**config.mk**
```make
export PLATFORM = sky130hd
export DESIGN_NAME = multi_tree_gather
export DESIGN_NICKNAME = d
export VERILOG_FILES = /design/src/rtl/multi_tree_gather.sv
export SDC_FILE = /design/constraint.sdc
export NUM_CORES = 1
export LEC_CHECK = 0
export ABC_AREA = 1
export CAP_MARGIN = 15
export CELL_PAD_IN_SITES_DETAIL_PLACEMENT = 1
export CELL_PAD_IN_SITES_GLOBAL_PLACEMENT = 1
export CORE_MARGIN = 1
export CORE_UTILIZATION = 43
export CTS_CLUSTER_SIZE = 14
export DETAILED_ROUTE_END_ITERATION = 10
export PLACE_DENSITY_LB_ADDON = 0.1
export SYNTH_ARGS = -nofsm -noshare
export SYNTH_HDL_FRONTEND = slang
export SYNTH_SLANG_ARGS = --single-unit
```
**constraint.sdc**
```tcl
create_clock -name clk -period 3 [get_ports clk]
set_input_delay 0.45 -clock clk [delete_from_list [all_inputs] [get_ports clk]]
set_output_delay 0.45 -clock clk [all_outputs]
set_load 0.1 [all_outputs]
```
**src/rtl/multi_tree_gather.sv**
```systemverilog
// multi_tree_gather: packs a valid/ready sample stream into NUM-lane
// vectors for the multiplier tree, padding tlast-short groups with unity.
// Ports: clk, rst_n (async, active-low)
//   s_tdata/s_tvalid/s_tlast -> sample in, s_tready <- accept
//   din/din_tvalid -> one-cycle vector pulse to the tree
//   frame_cnt/pad_cnt -> emitted / padded vector counters (wrap)
module multi_tree_gather #(
  parameter int NUM = 8,
  parameter int DATA_WIDTH = 16,
  parameter logic [DATA_WIDTH-1:0] ONE_VALUE = DATA_WIDTH'(16'h0010),
  parameter int MIN_GAP = 0
) (
  input  logic                      clk,
  input  logic                      rst_n,
  input  logic [DATA_WIDTH-1:0]     s_tdata,
  input  logic                      s_tvalid,
  input  logic                      s_tlast,
  output logic                      s_tready,
  output logic [NUM*DATA_WIDTH-1:0] din,
  output logic [NUM-1:0]            din_tvalid,
  output logic [15:0]               frame_cnt,
  output logic [15:0]               pad_cnt
);

  localparam int IW = $clog2(NUM);
  localparam int GW = (MIN_GAP > 1) ? $clog2(MIN_GAP) : 1;
  localparam logic [IW-1:0] LAST_IDX = IW'(NUM - 1);
  localparam logic [GW-1:0] GAP_LAST =
    GW'((MIN_GAP > 0) ? MIN_GAP - 1 : 0);
  localparam bit NO_GAP = (MIN_GAP == 0);

  typedef enum logic [1:0] {
    FILL,
    EMIT,
    GAP
  } state_t;

  state_t                    state_q, state_d;
  logic [IW-1:0]             idx_q;
  logic [GW-1:0]             gap_q, gap_d;
  logic [DATA_WIDTH-1:0]     buf_q [NUM];
  logic [NUM*DATA_WIDTH-1:0] din_q, din_d;
  logic                      vld_q;
  logic [15:0]               frame_q;
  logic [15:0]               pad_q;

  logic accept;
  logic last_lane;
  logic done;
  logic short_grp;

  // Ready is decoded from state only, so it never depends on s_tvalid.
  assign s_tready = (state_q == FILL) ||
                    (NO_GAP && (state_q == EMIT));

  assign accept    = s_tvalid && s_tready;
  assign last_lane = (idx_q == LAST_IDX);
  assign done      = accept && (last_lane || s_tlast);
  assign short_grp = !last_lane;

  // Completing sample bypasses the buffer straight into its lane.
  always_comb begin
    din_d = din_q;
    if (done) begin
      for (int k = 0; k < NUM; k++) begin
        if (k < int'(idx_q))
          din_d[k*DATA_WIDTH +: DATA_WIDTH] = buf_q[k];
        else if (k == int'(idx_q))
          din_d[k*DATA_WIDTH +: DATA_WIDTH] = s_tdata;
        else
          din_d[k*DATA_WIDTH +: DATA_WIDTH] = ONE_VALUE;
      end
    end
  end

  always_comb begin
    state_d = state_q;
    gap_d   = gap_q;
    unique case (state_q)
      FILL: begin
        if (done) state_d = EMIT;
      end
      EMIT: begin
        if (NO_GAP) begin
          state_d = done ? EMIT : FILL;
        end else begin
          state_d = GAP;
          gap_d   = '0;
        end
      end
      GAP: begin
        if (gap_q == GAP_LAST) state_d = FILL;
        else gap_d = gap_q + 1'b1;
      end
      default: state_d = FILL;
    endcase
  end

  always_ff @(posedge clk or negedge rst_n) begin
    if (!rst_n) begin
      state_q <= FILL;
      gap_q   <= '0;
      idx_q   <= '0;
      din_q   <= '0;
      vld_q   <= 1'b0;
      frame_q <= '0;
      pad_q   <= '0;
      for (int k = 0; k < NUM; k++) buf_q[k] <= '0;
    end else begin
      state_q <= state_d;
      gap_q   <= gap_d;
      din_q   <= din_d;
      vld_q   <= done;
      if (accept) begin
        buf_q[idx_q] <= s_tdata;
        idx_q <= done ? '0 : idx_q + 1'b1;
      end
      if (done) frame_q <= frame_q + 16'd1;
      if (done && short_grp) pad_q <= pad_q + 16'd1;
    end
  end

  assign din        = din_q;
  assign din_tvalid = {NUM{vld_q}};
  assign frame_cnt  = frame_q;
  assign pad_cnt    = pad_q;

endmodule
```
==> key figures, run 1 <==
Final layout
  • Net count, final: 1,572
  • Finished Cell Area: roughly 15,000 um^2
  • Commonest non-fill, non-tap cell in the layout: nand2_1
  • P&R area growth vs syn: 24.6%
  • Most frequent cells in the layout: nand2_1 (393), dfrtp_1 (276), buf_4 (215)
  • Number of diodes: 0
  • Layout cells sized above 1: 0.191
  • Fin cells: 1,909
  • Post-Route Utilization: 0.547

Die
  • Die height: between 150 and 200 um
  • Ports: between 150 and 200
  • Starting Density: 0.439
  • Die Area: 28,300 um^2
  • Row count: 60
  • Core area: 27,000 um^2
  • Die width: 168 um

Routing
  • Post-Route WL: around 41,000 um
  • DRC Markers: 0
  • First drt pass iteration count: 5
  • DR vias: 10,400
  • Starting DRT DRC Count: 723
  • Avg WL per Cell: approximately 21 um
  • Via density: roughly 5.5
  • Routed Antenna Nets: 0

Timing
  • Setup TNS: 0 ns
  • Final hold violations: 0
  • Skew final: 0.00639 ns
  • RSZ-0062 raised after global routing: no
  • Slew Limit Fails: 0
  • Worst slew margin: 0.529
  • Slew @ Worst Pin: 0.704 ns
  • Fmax: 424 MHz
  • Final min period: roughly 2.4 ns
  • Final period utilization: 0.786
  • Setup-failing EPs final: 0

Synthesis
  • Unique masters post-synth: 30
  • Post-synth top area share: 0.582
  • Top cells by area, synth: dfrtp_1 (58%), nand2_1 (12%), a21oi_1 (5.3%), o21ai_0 (3.6%), nor2_1 (3.4%)
  • Syn nets: 1,397
  • Synth Register Bits: roughly 280
  • Async set-reset flop share out of synthesis: 1.00
  • Yosys top cell by area: dfrtp_1
  • Sequential share of the synthesized area: 0.582
  • Ys flop type: dfrtp_1
  • Synthesized area: 11,900 um^2
  • EDFF count, synth: 0
  • Yosys Warn Count: 0
  • Cells after Synth: roughly 1,400
  • Syn Area/Cell: roughly 8.7 um^2

Power
  • Power per cell area: 1070 nW/um^2
  • Switch share: 0.463
  • Comb pwr share: 0.404
  • Leak pwr: 7.27 nW
  • Psw: 7.35 mW
  • Pint: 8.52 mW
  • Sequential power share: 0.356
  • Final Power: 15.9 mW
  • Clock Power Share: 0.240
  • Peak supply drop: 916 uV

Setup path
  • Worst r2r path cells: 7
  • CP max-delay cell: dfrtp_1
  • WS Path Type: flip-flop to flip-flop
  • Slowest stage delay, CP: around 0.53 ns
  • Crit path buf inv count: 1
  • CP Capture Type: flip-flop
  • CP required: between 3 and 4 ns
  • Instance count on the critical path: 7
  • Cell Chain, Critical Path: ha_1 > ha_1 > nor2_1 > nor2_4 > buf_4 > nor2_1 > a21oi_1
  • CP arrival: 2.83 ns
  • Critical Path Fanout Max: 43
  • CP startpoint kind: flip-flop
  • Critical path's top delay family: simple AND/OR/NAND/NOR gates

Global route
  • First-pass GRT wire length: 63,400 um
  • Number of global-route vias before repair: around 11,000
  • Grt total ovfl: 0
  • Largest net degree at the start of global routing: 81
  • GR Util All Layers: 0.293
  • Initial antenna violation count: 1

Clock network
  • Clk root buf: clkbuf_16
  • H-tree lvl count: 1
  • Clock Sinks: 276
  • CTS buffer count: 30
  • Worst-path clk slew: 0.06 ns
  • Max clock buf depth: 3
  • CTS resizes: 0
  • CTS tree: done
  • Worst skew pair latency: 0.55 ns

Placement
  • PortBufs: 187
  • GPL Wtd Cong: 0.901
  • Placed Area: 13,700 um^2
  • Cells after DPL: 1,852
  • DP Wirelength: 27,200 um

Hold path
  • Hold depth: 2
  • Hold WC Path Type: flip-flop to flip-flop

Status
  • Status: completed

Job
  • Max-cap violations: 0
==> cell families after synthesis <==
logic type,synth area share
other cells,0.000316
compound gates,0.130
xor+xnor,0.0140
buf+inv,0.0606
flops,0.582
simple gates,0.205
fa+ha+maj,0.00844
==> final timing paths <==
| path | startpoint | end | slack (ns) |
|---|---|---|---|
| worst min register to register | din[38]$_DFFE_PN0P_ | din[38]$_DFFE_PN0P_ | 0.48 |
| worst max-delay path | idx_q[0]$_DFFE_PN0P_ | din[88]$_DFFE_PN0P_ | 0.64 |
| min in group asynchronous | rst_n | frame_cnt[5]$_DFFE_PN0P_ | 0.50 |
| worst min-delay path | din[38]$_DFFE_PN0P_ | din[38]$_DFFE_PN0P_ | 0.48 |
| max in group asynchronous | rst_n | buf_q[105]$_DFFE_PN0P_ | 1.74 |
| worst max register to register | idx_q[0]$_DFFE_PN0P_ | din[88]$_DFFE_PN0P_ | 0.64 |
==> per-layer routing <==
metal | wire (um) | vias up | GRT usage
met1 | 18100 | 5258 | 0.408
met5 | 11 | - | 0
met2 | 19300 | 300 | 0.477
met3 | 1990 | 62 | 0.0400
met4 | 1220 | 2 | 0.0909
li1 | - | 4785 | -
==> sequential cells by signal, summed over array words and instances, names as in the netlist <==
register and count:
din 128, buf_q 112, frame_cnt 16, pad_cnt 16, idx_q 3, vld_q 1
==> power groups by stage <==
stage / clock network [mW] / logic, mW / registers [mW]
final: 3.81 / 6.41 / 5.65
after global routing: 4.00 / 6.80 / 5.79
after CTS: 3.87 / 6.43 / 5.65
after detailed placement: 0 / 6.41 / 5.69
after global placement: 0 / 6.28 / 5.65
after floorplan: 0 / 1.73 / 8.67
==> per-stage QoR <==
| stage | worst slack [ns] | hold slack [ns] |
|---|---|---|
| after CTS | 0.639 | 0.488 |
| after global routing | 0.461 | 0.506 |
| after floorplan | 1.05 | 0.154 |
| final | 0.641 | 0.482 |
| after detailed placement | 0.535 | 0.470 |
| after global placement | 0.652 | 0.465 |
==> worst register-to-register path: stages, from the launching register on <==
cell,delay [ns]
dfrtp_1,0.53
ha_1,0.23
ha_1,0.27
nor2_1,0.15
nor2_4,0.29
buf_4,0.52
nor2_1,0.13
a21oi_1,0.16
==> what timing repair did <==
| item | CTS | global route |
|---|---|---|
| hold buffers | 1 | 0 |
| setup buffers | 0 | 0 |
| endpoints found under the hold margin | 76 | 0 |
==> cells in the mapped netlist (all sizes together), types with 8 or more instances <==
cell and instances:
a31oi 16, nand2 398, o21ai 139, o22ai 15, nand3 80, xor2 10
clkbuf 36, a21oi 126, nor2 116, buf 60, ha 8, inv 71
dfrtp 276, xnor2 9
==> final cells by class <==
type | count | area, um^2
Tap cell | 341 | 427
Sequential cell | 276 | 6910
Fill cell | 3231 | 12300
Clock inverter | 12 | 113
Inverter | 71 | 267
Timing Repair Buffer | 239 | 1900
Clock buffer | 44 | 915
Multi-Input combinational cell | 926 | 4250
Note: power is estimated with default switching activity, not from simulation.
==> inputs of run 2 (changes only) <==
--- a/config.mk
+++ b/config.mk
@@ -10,7 +10,7 @@
 export CELL_PAD_IN_SITES_DETAIL_PLACEMENT = 1
 export CELL_PAD_IN_SITES_GLOBAL_PLACEMENT = 1
 export CORE_MARGIN = 1
-export CORE_UTILIZATION = 43
+export CORE_UTILIZATION = 40
 export CTS_CLUSTER_SIZE = 14
 export DETAILED_ROUTE_END_ITERATION = 10
 export PLACE_DENSITY_LB_ADDON = 0.1
==> constraint.sdc (replaced) <==
create_clock -name clk -period 2.4 [get_ports clk]
set_input_delay 0.36 -clock clk [delete_from_list [all_inputs] [get_ports clk]]
set_output_delay 0.36 -clock clk [all_outputs]
set_load 0.1 [all_outputs]
==> key figures, run 2 (synthesized netlist as in run 1, its figures left out) <==
Status
  • Status: completed

Setup path
  • WS Path Type: flip-flop to flip-flop
  • Reg2Reg Setup Slack: 0.22 ns
  • R2r endpoint: frame_cnt[11]$_DFFE_PN0P_
  • Reg2reg start: idx_q[1]$_DFFE_PN0P_
  • Cell Chain, Critical Path: ha_1 > ha_1 > nor2_1 > nor2_4 > nand2_1 > nor2_1 > nand3_1 > nand2_1 > inv_1
  • CP startpoint kind: flip-flop
  • CP arrival: 2.63 ns
  • Critical Path Fanout Max: 10
  • Worst r2r path cells: 9
  • Slowest stage delay, CP: around 0.47 ns
  • CP max-delay cell: dfrtp_1
  • CP Capture Type: flip-flop
  • CP required: 2.85 ns

Timing
  • Final WS setup: around 0.22 ns
  • Setup-failing EPs final: 0
  • Hold slack: 0.365 ns
  • Worst slew margin: 0.605
  • Setup TNS: 0 ns
  • Final period utilization: 0.909
  • Skew final: 0.0143 ns
  • Fmax: 459 MHz
  • Slew @ Worst Pin: 0.591 ns
  • Slew Limit Fails: 0
  • Final min period: 2.18 ns
  • Final hold violations: 0
  • RSZ-0062 raised after global routing: no

Job
  • Max-cap violations: 0

Routing
  • First drt pass iteration count: 5
  • DRC Markers: 0
  • Avg WL per Cell: 20.5 um
  • Routed Antenna Nets: 0
  • Via density: 5.21
  • Starting DRT DRC Count: between 700 and 800
  • Post-Route WL: 40,300 um
  • DR vias: 10,200

Power
  • Comb pwr share: 0.404
  • Power per cell area: 1330 nW/um^2
  • Switch share: 0.458
  • Pint: roughly 11 mW
  • Clock Power Share: 0.244
  • Psw: around 9.2 mW
  • Peak supply drop: 983 uV
  • Sequential power share: 0.352
  • Leak pwr: about 7.4 nW

Die
  • Ports: 189
  • Core area: 28,900 um^2
  • Row count: 62
  • Die height: between 150 and 200 um
  • Starting Density: 0.410
  • Die width: 174 um
  • Die Area: ~30,000 um^2

Placement
  • Placement Setup Slack: 0.132 ns
  • Cells after DPL: 1,910
  • PortBufs: between 150 and 200
  • GPL Wtd Cong: 0.853
  • DP Wirelength: 26,800 um

Global route
  • Grt total ovfl: 0
  • GR Util All Layers: 0.270
  • Initial antenna violation count: 0
  • Number of global-route vias before repair: 10,600
  • First-pass GRT wire length: 62,800 um
  • Largest net degree at the start of global routing: 66

Final layout
  • Layout cells sized above 1: 0.199
  • Footprint of the multi-input gates: 4250 um^2
  • P&R area growth vs syn: 26.6%
  • Max reg flops: 128
  • Sequential Area: a little under 7000 um^2
  • Commonest non-fill, non-tap cell in the layout: nand2_1
  • Number of diodes: 0
  • Net count, final: 1,588
  • Filler Cells Inserted: ~3,400
  • Post-Route Utilization: 0.519
  • Most frequent cells in the layout: nand2_1 (393), dfrtp_1 (276), buf_4 (226)
  • Fin cells: between 1,500 and 2,000

Clock network
  • H-tree lvl count: 1
  • Worst skew pair latency: 0.56 ns
  • Max clock buf depth: 3
  • Hold-fix buffers, CTS: 1
  • Clk root buf: clkbuf_16
  • CTS resizes: 0
  • Worst-path clk slew: 0.06 ns
  • CTS tree: done
  • Post-CTS Setup Bufs: 0
  • CTS buffer count: 31
  • Clock Sinks: 276

Hold path
  • Hold WC Path Type: input port to async pin
run 2: cell count changes in the layout (fill, tap and decap cells not counted):
cell	change
buf_12	+4
clkinv_2	-2
inv_6	+1
buf_4	+11
bufinv_16	+1
run 2: cell type report:
cell class / count / share of cell area
timing repair buffer: 254 / 0.137
multi-input combinational: 926 / 0.283
inverter: 71 / 0.0177
clock inverter: 12 / 0.00941
tap: 384 / 0.0320
sequential: 276 / 0.460
clock buffer: 44 / 0.0609
run 2: worst max-delay path by stage:
stage / startpoint / to / slack (ns) / depth (start not counted)
floorplan: idx_q[2]$_DFFE_PN0P_ / din[56]$_DFFE_PN0P_ / 0.45 / 8
detailed placement: s_tvalid / frame_cnt[11]$_DFFE_PN0P_ / 0.13 / 8
global route: idx_q[1]$_DFFE_PN0P_ / frame_cnt[11]$_DFFE_PN0P_ / 0.04 / 9
finish: idx_q[1]$_DFFE_PN0P_ / frame_cnt[11]$_DFFE_PN0P_ / 0.22 / 9
CTS: idx_q[1]$_DFFE_PN0P_ / frame_cnt[11]$_DFFE_PN0P_ / 0.19 / 9
global placement: s_tvalid / pad_cnt[13]$_DFFE_PN0P_ / 0.21 / 8
run 2: critical path: cells and delay by family (launching register included):
kind | cells | cell delay, ns
buf+inv | 1 | 0.04
simple gates | 6 | 1.03
flops | 1 | 0.47
fa+ha+maj | 2 | 0.51
run 2: per-layer routing:
layer	track usage	vias to the layer above	routed length, um
met1	0.367	5077	17700
met3	0.0343	79	1700
met2	0.442	263	19400
met4	0.0980	0	1530
met5	0	-	0
li1	-	4826	-
run 2: stage by stage:
step | total power, mW | area, um^2
after floorplan | 13.0 | 11900
after global placement | 15.0 | 14000
after detailed placement | 15.2 | 14000
after global routing | 21.0 | 15000
final | 20.0 | 15000
after CTS | 20.1 | 15000
run 2: power groups by stage:
| stage | Sequential (mW) | Combinational [mW] | Clock (mW) |
|---|---|---|---|
| 2_1_floorplan | 10.8 | 2.17 | 0 |
| 3_5_place_dp | 7.10 | 8.09 | 0 |
| 6_report | 7.04 | 8.08 | 4.87 |
| 5_1_grt | 7.23 | 8.57 | 5.16 |
| 3_3_place_gp | 7.05 | 7.94 | 0 |
| 4_1_cts | 7.04 | 8.13 | 4.97 |
